<file path="config.mk">
export PLATFORM = sky130hd
export DESIGN_NAME = scs8hd_o2111a_pipe
export DESIGN_NICKNAME = d
export VERILOG_FILES = /design/src/rtl/scs8hd_o2111a_pipe.sv
export SDC_FILE = /design/constraint.sdc
export NUM_CORES = 1
export LEC_CHECK = 0
export ABC_AREA = 1
export BUFFER_PORTS_ARGS = -buffer_cell sky130_fd_sc_hd__buf_4
export CORE_ASPECT_RATIO = 1.1
export CORE_MARGIN = 4
export CORE_UTILIZATION = 43
export DETAILED_ROUTE_END_ITERATION = 8
export GPL_ROUTABILITY_DRIVEN = 0
export GPL_TIMING_DRIVEN = 0
export PLACE_DENSITY = 0.74
export SYNTH_ARGS = -nofsm -noshare
export SYNTH_HDL_FRONTEND = slang
export SYNTH_SLANG_ARGS = --single-unit
</file>
<file path="constraint.sdc">
create_clock -name CLK -period 1.7 [get_ports CLK]
set_clock_uncertainty 0.2 [all_clocks]
set_input_delay 0.17 -clock CLK [delete_from_list [all_inputs] [get_ports CLK]]
set_output_delay 0.17 -clock CLK [all_outputs]
set_load 0.02 [all_outputs]
</file>
<file path="src/rtl/scs8hd_o2111a_pipe.sv">
// Pipelined o2111a lane array: X=(A1|A2)&B1&C1&D1 per lane (inverted when MODE=1) feeding a DEPTH-entry result FIFO.
// Optional saturating hit counter on nonzero pops is enabled by defining SC_O2111A_HITCNT_EN.
module scs8hd_o2111a_pipe #(
  parameter int WIDTH = 4,
  parameter int DEPTH = 2,
  parameter int MODE  = 0,
  parameter int CNT_W = 8
) (
  input  logic             CLK,
  input  logic             RESET_B,
  input  logic [WIDTH-1:0] A1,
  input  logic [WIDTH-1:0] A2,
  input  logic [WIDTH-1:0] B1,
  input  logic [WIDTH-1:0] C1,
  input  logic [WIDTH-1:0] D1,
  input  logic             in_valid,
  output logic             in_ready,
  output logic [WIDTH-1:0] X,
  output logic             out_valid,
  input  logic             out_ready
`ifdef SC_O2111A_HITCNT_EN
  ,
  input  logic             hit_clr,
  output logic [CNT_W-1:0] hit_cnt
`endif
);

  localparam int PW = $clog2(DEPTH);
  localparam int OW = $clog2(DEPTH + 1);

  if (WIDTH < 1 || WIDTH > 32 || DEPTH < 2 || DEPTH > 16 ||
      (MODE != 0 && MODE != 1) || CNT_W < 2 || CNT_W > 16) begin : g_bad_params
    $error("scs8hd_o2111a_pipe: parameter out of range");
  end

  // Handshake: a transfer happens on a rising CLK edge when valid and ready are
  // both high; ready never depends combinationally on the partner's valid/ready.
  logic [WIDTH-1:0] mem [DEPTH];
  logic [PW-1:0]    wr_ptr;
  logic [PW-1:0]    rd_ptr;
  logic [OW-1:0]    occ;
  logic             started;
  logic             push;
  logic             pop;
  logic [WIDTH-1:0] lane_or;
  logic [WIDTH-1:0] result;

  assign lane_or   = (A1 | A2) & B1 & C1 & D1;
  assign result    = (MODE != 0) ? ~lane_or : lane_or;

  // in_ready stays low until the first edge after reset release.
  assign in_ready  = started && (occ != OW'(DEPTH));
  assign out_valid = (occ != '0);
  assign X         = out_valid ? mem[rd_ptr] : '0;

  assign push = in_valid && in_ready;
  assign pop  = out_valid && out_ready;

  always_ff @(posedge CLK) begin
    if (push) begin
      mem[wr_ptr] <= result;
    end
  end

  always_ff @(posedge CLK or negedge RESET_B) begin
    if (!RESET_B) begin
      wr_ptr  <= '0;
      rd_ptr  <= '0;
      occ     <= '0;
      started <= 1'b0;
    end else begin
      started <= 1'b1;
      if (push) begin
        wr_ptr <= (wr_ptr == PW'(DEPTH - 1)) ? '0 : wr_ptr + 1'b1;
      end
      if (pop) begin
        rd_ptr <= (rd_ptr == PW'(DEPTH - 1)) ? '0 : rd_ptr + 1'b1;
      end
      case ({push, pop})
        2'b10:   occ <= occ + 1'b1;
        2'b01:   occ <= occ - 1'b1;
        default: occ <= occ;
      endcase
    end
  end

`ifdef SC_O2111A_HITCNT_EN
  always_ff @(posedge CLK or negedge RESET_B) begin
    if (!RESET_B) begin
      hit_cnt <= '0;
    end else if (hit_clr) begin
      hit_cnt <= '0;
    end else if (pop && (|X) && (hit_cnt != '1)) begin
      hit_cnt <= hit_cnt + 1'b1;
    end
  end
`endif

endmodule

</file>
Yosys cells after proc, flatten, opt, wreduce, memory -nomap -nowiden
Memories as Yosys holds them, arrays and structs flattened.
Index checks and enable logic that the tools add are counted.
- bits in registers: 5
- memory bits (writable): 8
- bits of input ports: 24
- output and inout port bits: 6
- memories kept: 1
- memories (name ; words ; bits a word ; read ports ; clocked after memory_dff ; write ports ; RTL line ; RTL):
    mem ; 2 ; 4 ; 1 ; 0 ; 1 ; 38 ; logic [WIDTH-1:0] mem [DEPTH];
- add/subtract/negate cells: 4
- eq/ne operators: 3
- muxes and demuxes: 6
- bitwise operators: 4
- reduce and logical (&&, ||, !) cells: 5
- operators by type and width (kind ; count):
    bitwise AND 4 bit ; 3
    two-way mux 1 bit ; 4
    two-way mux 4 bit ; 1
    bitwise OR 4 bit ; 1
    case mux 2 bit (2 select lines) ; 1
    nonzero test 2 bit ; 2
    logical AND 1 bit ; 3
    adder 1 bit (second input constant) ; 2
    adder 2 x 1 -> 2 bit (second input constant) ; 1
    == test 2 x 1 -> 1 bit (second input constant) ; 1
    == test 2 bit (second input constant) ; 1
    != test 2 bit (second input constant) ; 1
    subtractor 2 x 1 -> 2 bit (second input constant) ; 1

Logic depth before layout (Yosys ltp)
- depth after elaboration: 5
- depth in mapped cells: 9
- gate-level depth less buffers: 9

Worst setup path before layout
No wires, ideal clock.
- kind: reg-to-reg
- from: register occ[0]
- to: register occ[1]
- setup time: 0.117 ns
- arrival time: 1.209 ns
- data required time: 1.383 ns
- path slack: 0.174 ns
- cell stages (with the launch flop): 8
- path buffers: 0
- period minus slack after synthesis: 1.526 ns
- path through: dfrtp_1 -> nor2_2 -> nor2_2 -> ha_1 -> inv_1 -> nand3_1 -> nand2_1 -> nand2_1
- elaborated cells between the ends (all ways): 11
- those cells by class: 2 x add/sub; 3 x eq/ne; 1 x mux; 5 x reduce/logical
- RTL lines (item ; RTL line ; RTL):
    from (decl) ; 41 ; logic [OW-1:0] occ;
    from (signal assigned) ; 80 ; 2'b10: occ <= occ + 1'b1;
    from (signal assigned) ; 81 ; 2'b01: occ <= occ - 1'b1;
    nonzero test 2 bit (*) ; 53 ; assign out_valid = (occ != '0);
    logical AND 1 bit (*) ; 57 ; assign pop = out_valid && out_ready;
    net pop ; 44 ; logic pop;
    == test 2 x 1 -> 1 bit / == test 2 bit (equally long branches) ; 79 ; case ({push, pop})
    case mux 2 bit (2 select lines) / nonzero test 2 bit (equally long branches) ; - ;
Mark *: on every way through the listed nets, which the timed path passes. The rest lies on a longest branch.
A chain may end at the register's enable or synchronous reset.

Worst setup path after layout
Same ends and word-level chain as after synthesis.

==> metrics.md <==
| Metric | Value |
|---|---|
| Status | finished clean |
| Setup TNS | 0 ns |
| Vias | 547 |
| Hold Fails Final Rpt | 0 |
| Setup slack, reg-to-reg | 0.11 ns |
| Die extent in y | 47.7 µm |
| Synth Warn # | 0 |
| Pwr dens | approximately 1400 nW/µm² |
| Final ANT Viol Nets | 0 |
| Drt first pass iters | 4 |
| Final setup violation count | 0 |
| Place WS | 0.0153 ns |
| Cell count after synthesis | 67 |
| Unrepaired setup endpoints after global routing | no |
| Sequential fraction of the synthesis area | 0.592 |
| Final setup margin | 0.115 ns |
| Leakage | between 0.4 and 0.5 nW |
| Die Wd | 44.1 µm |
| Post-Syn Nets | between 90 and 100 |
| Min cycle time layout | about 1.6 ns |
| Clock slew at reported path FFs | 0.07 ns |
| Final Cell Area | 897 µm² |
| Net count, final | 127 |
| Slew Viols, Final | 0 |
| H-Tree Depth | 1 |
| Layout cells sized above 1 | 0.386 |
| Worst setup SP type | register |
| Drt drc | 0 |
| Tot GR Track Use | 0.141 |
| Rows | 14 |
| Critical Path Fanout Max | 7 |
| Post-placement cell count | 112 |
| CTS root buf | clkbuf_4 |
| Worst-skew pair later-pin latency | 0.26 ns |
| Register area | 367 µm² |
| Total grt overflow | 0 |
| Total clock sinks | 13 |
| Library cells used by synthesis | 17 |
| Final worst path period share | 0.933 |
| Worst hold stages | 3 |
| Yosys reg bits | 13 |
| Max VDD drop | 0.794 mV |
| Hold slack | 0.0222 ns |
| Initial antenna violation count | 0 |
| # diodes | 0 |
| R2r endpoint | occ[1] |
| CTS tree | yes |
| Initial detailed-routing violation count | 12 |
| Area delta synth->final | 45.4% |
| Worst r2r path cells | 7 |
| First-pass GRT wire length | roughly 2200 µm |
| Fill count | 124 |
| WS Path Type | register to register |
| Largest net degree at the start of global routing | 8 |
| Final Non-Filler Cells | 117 |
| Port buffer count | 29 |
| Drt total wl | 1290 µm |
| Vias in the first global route | 531 |
| IO Count | 30 |
| Starting Density | 0.451 |
| Detail Placement HPWL | 1070 µm |
| CP Capture Type | register |
| DR vias/cell | about 4.7 |
| Min-Delay Path Class | primary input to register |
| Max clock buf depth | 2 |
| WP data required | 1.66 ns |
| Worst Path Arrival | 1.55 ns |
| Synth Cell Area | 617 µm² |
| Critical path launch point | occ[0] |
| Reg2reg start | occ[0] |
| Critical Path End | occ[1] |
| Post CTS Setup Buffer Count | 0 |
| MaxCap Viol Count | 0 |
| DIE AREA | 2110 µm² |
| Multi-input logic area | 223 µm² |
| Fmax | 631 MHz |
| TritonCTS buffer count | 3 |
| Core region area | between 1000 and 1500 µm² |
| WL per Instance | 11.0 µm |
| Avg Inst Size Synth | 9.21 µm² |
| Placed Area | 855 µm² |
## metrics by stage
| stage | power (mW) | utilization |
|---|---|---|
| 2_1_floorplan | 0.820 | - |
| 3_3_place_gp | 1.02 | 0.625 |
| 3_5_place_dp | 1.04 | 0.625 |
| 4_1_cts | 1.24 | 0.656 |
| 5_1_grt | 1.33 | 0.657 |
| 6_report | 1.23 | 0.657 |
## per-layer routing
layer | vias up | part of all wire | wire length, µm | GRT usage
met5 | - | 0 | 0 | 0
met4 | 0 | 0.016 | 21 | 0.0602
met3 | 2 | 0.077 | 99 | 0.0414
met2 | 21 | 0.52 | 670 | 0.241
met1 | 241 | 0.39 | 497 | 0.167
li1 | 283 | - | - | -
## worst max-delay path, cell delays in order, from the launching register on
cell and delay [ns]:
dfrtp_2 0.46, nor2_4 0.20, nor2_2 0.06, ha_1 0.31
inv_1 0.08, nand3_1 0.07, nand2_1 0.06, nand2_1 0.04
## synth_stat cells
master,n,share of area
ha_1,1,0.020
inv_1,7,0.043
o21ai_0,1,0.0081
nand2_1,16,0.097
nand4_1,2,0.020
conb_1,1,0.0061
a21boi_1,1,0.012
inv_2,2,0.012
nand2_2,1,0.010
a21oi_1,4,0.032
edfxtp_1,8,0.39
nor2_2,2,0.020
dfrtp_1,5,0.20
nor2_1,9,0.055
nand3_2,1,0.016
nand3_1,5,0.041
xnor2_1,1,0.014
## cell usage in the layout (no fill, tap or decap), types with 2 or more instances in the layout
| cell type | instances |
|---|---|
| nand3_1 | 5 |
| nor2_1 | 9 |
| a21oi_1 | 4 |
| dfrtp_1 | 4 |
| buf_4 | 29 |
| inv_1 | 7 |
| nand2_1 | 16 |
| edfxtp_1 | 8 |
| nand4_1 | 2 |
| clkbuf_4 | 3 |
| inv_2 | 2 |
## worst min-delay path by stage
stage	from	to	slack (ns)
3_5_place_dp	RESET_B	started	-0.22
4_1_cts	RESET_B	rd_ptr	0.03
6_report	in_valid	wr_ptr	0.02
3_3_place_gp	RESET_B	started	-0.22
2_1_floorplan	RESET_B	occ[0]	-0.33
5_1_grt	in_valid	wr_ptr	0.03
## state kept, by name, summed over array words and instances (netlist names)
name	flops
occ	2
rd_ptr	1
mem	8
started	1
wr_ptr	1
## power by group
| part | switching, mW | internal [mW] |
|---|---|---|
| combinational | 0.314 | 0.236 |
| clock | 0.0954 | 0.0907 |
| sequential | 0.0797 | 0.415 |
## layout make-up
class	count	area share
multi-input cells	45	0.248
clock buffers	4	0.0293
well taps	16	0.0223
repair buffers	30	0.254
flip-flops and latches	13	0.409
inverters	9	0.0377
## cell families after synthesis
| logic type | count (synthesis) | share of synthesized area |
|---|---|---|
| and+or+nand+nor | 36 | 0.260 |
| buffers and inverters | 9 | 0.0548 |
| xor gates and xnor gates | 1 | 0.0142 |
| adders and majority gates | 1 | 0.0203 |
| other | 1 | 0.00608 |
| AOI/OAI and AO/OA | 6 | 0.0527 |
| DFF | 13 | 0.592 |
## timing repair
action,in CTS,in global routing
resized for setup,1,1
endpoints found under the hold margin,5,0
hold buffers,1,0
endpoints found under the setup margin,1,1
Note: power is estimated with default switching activity, not from simulation.
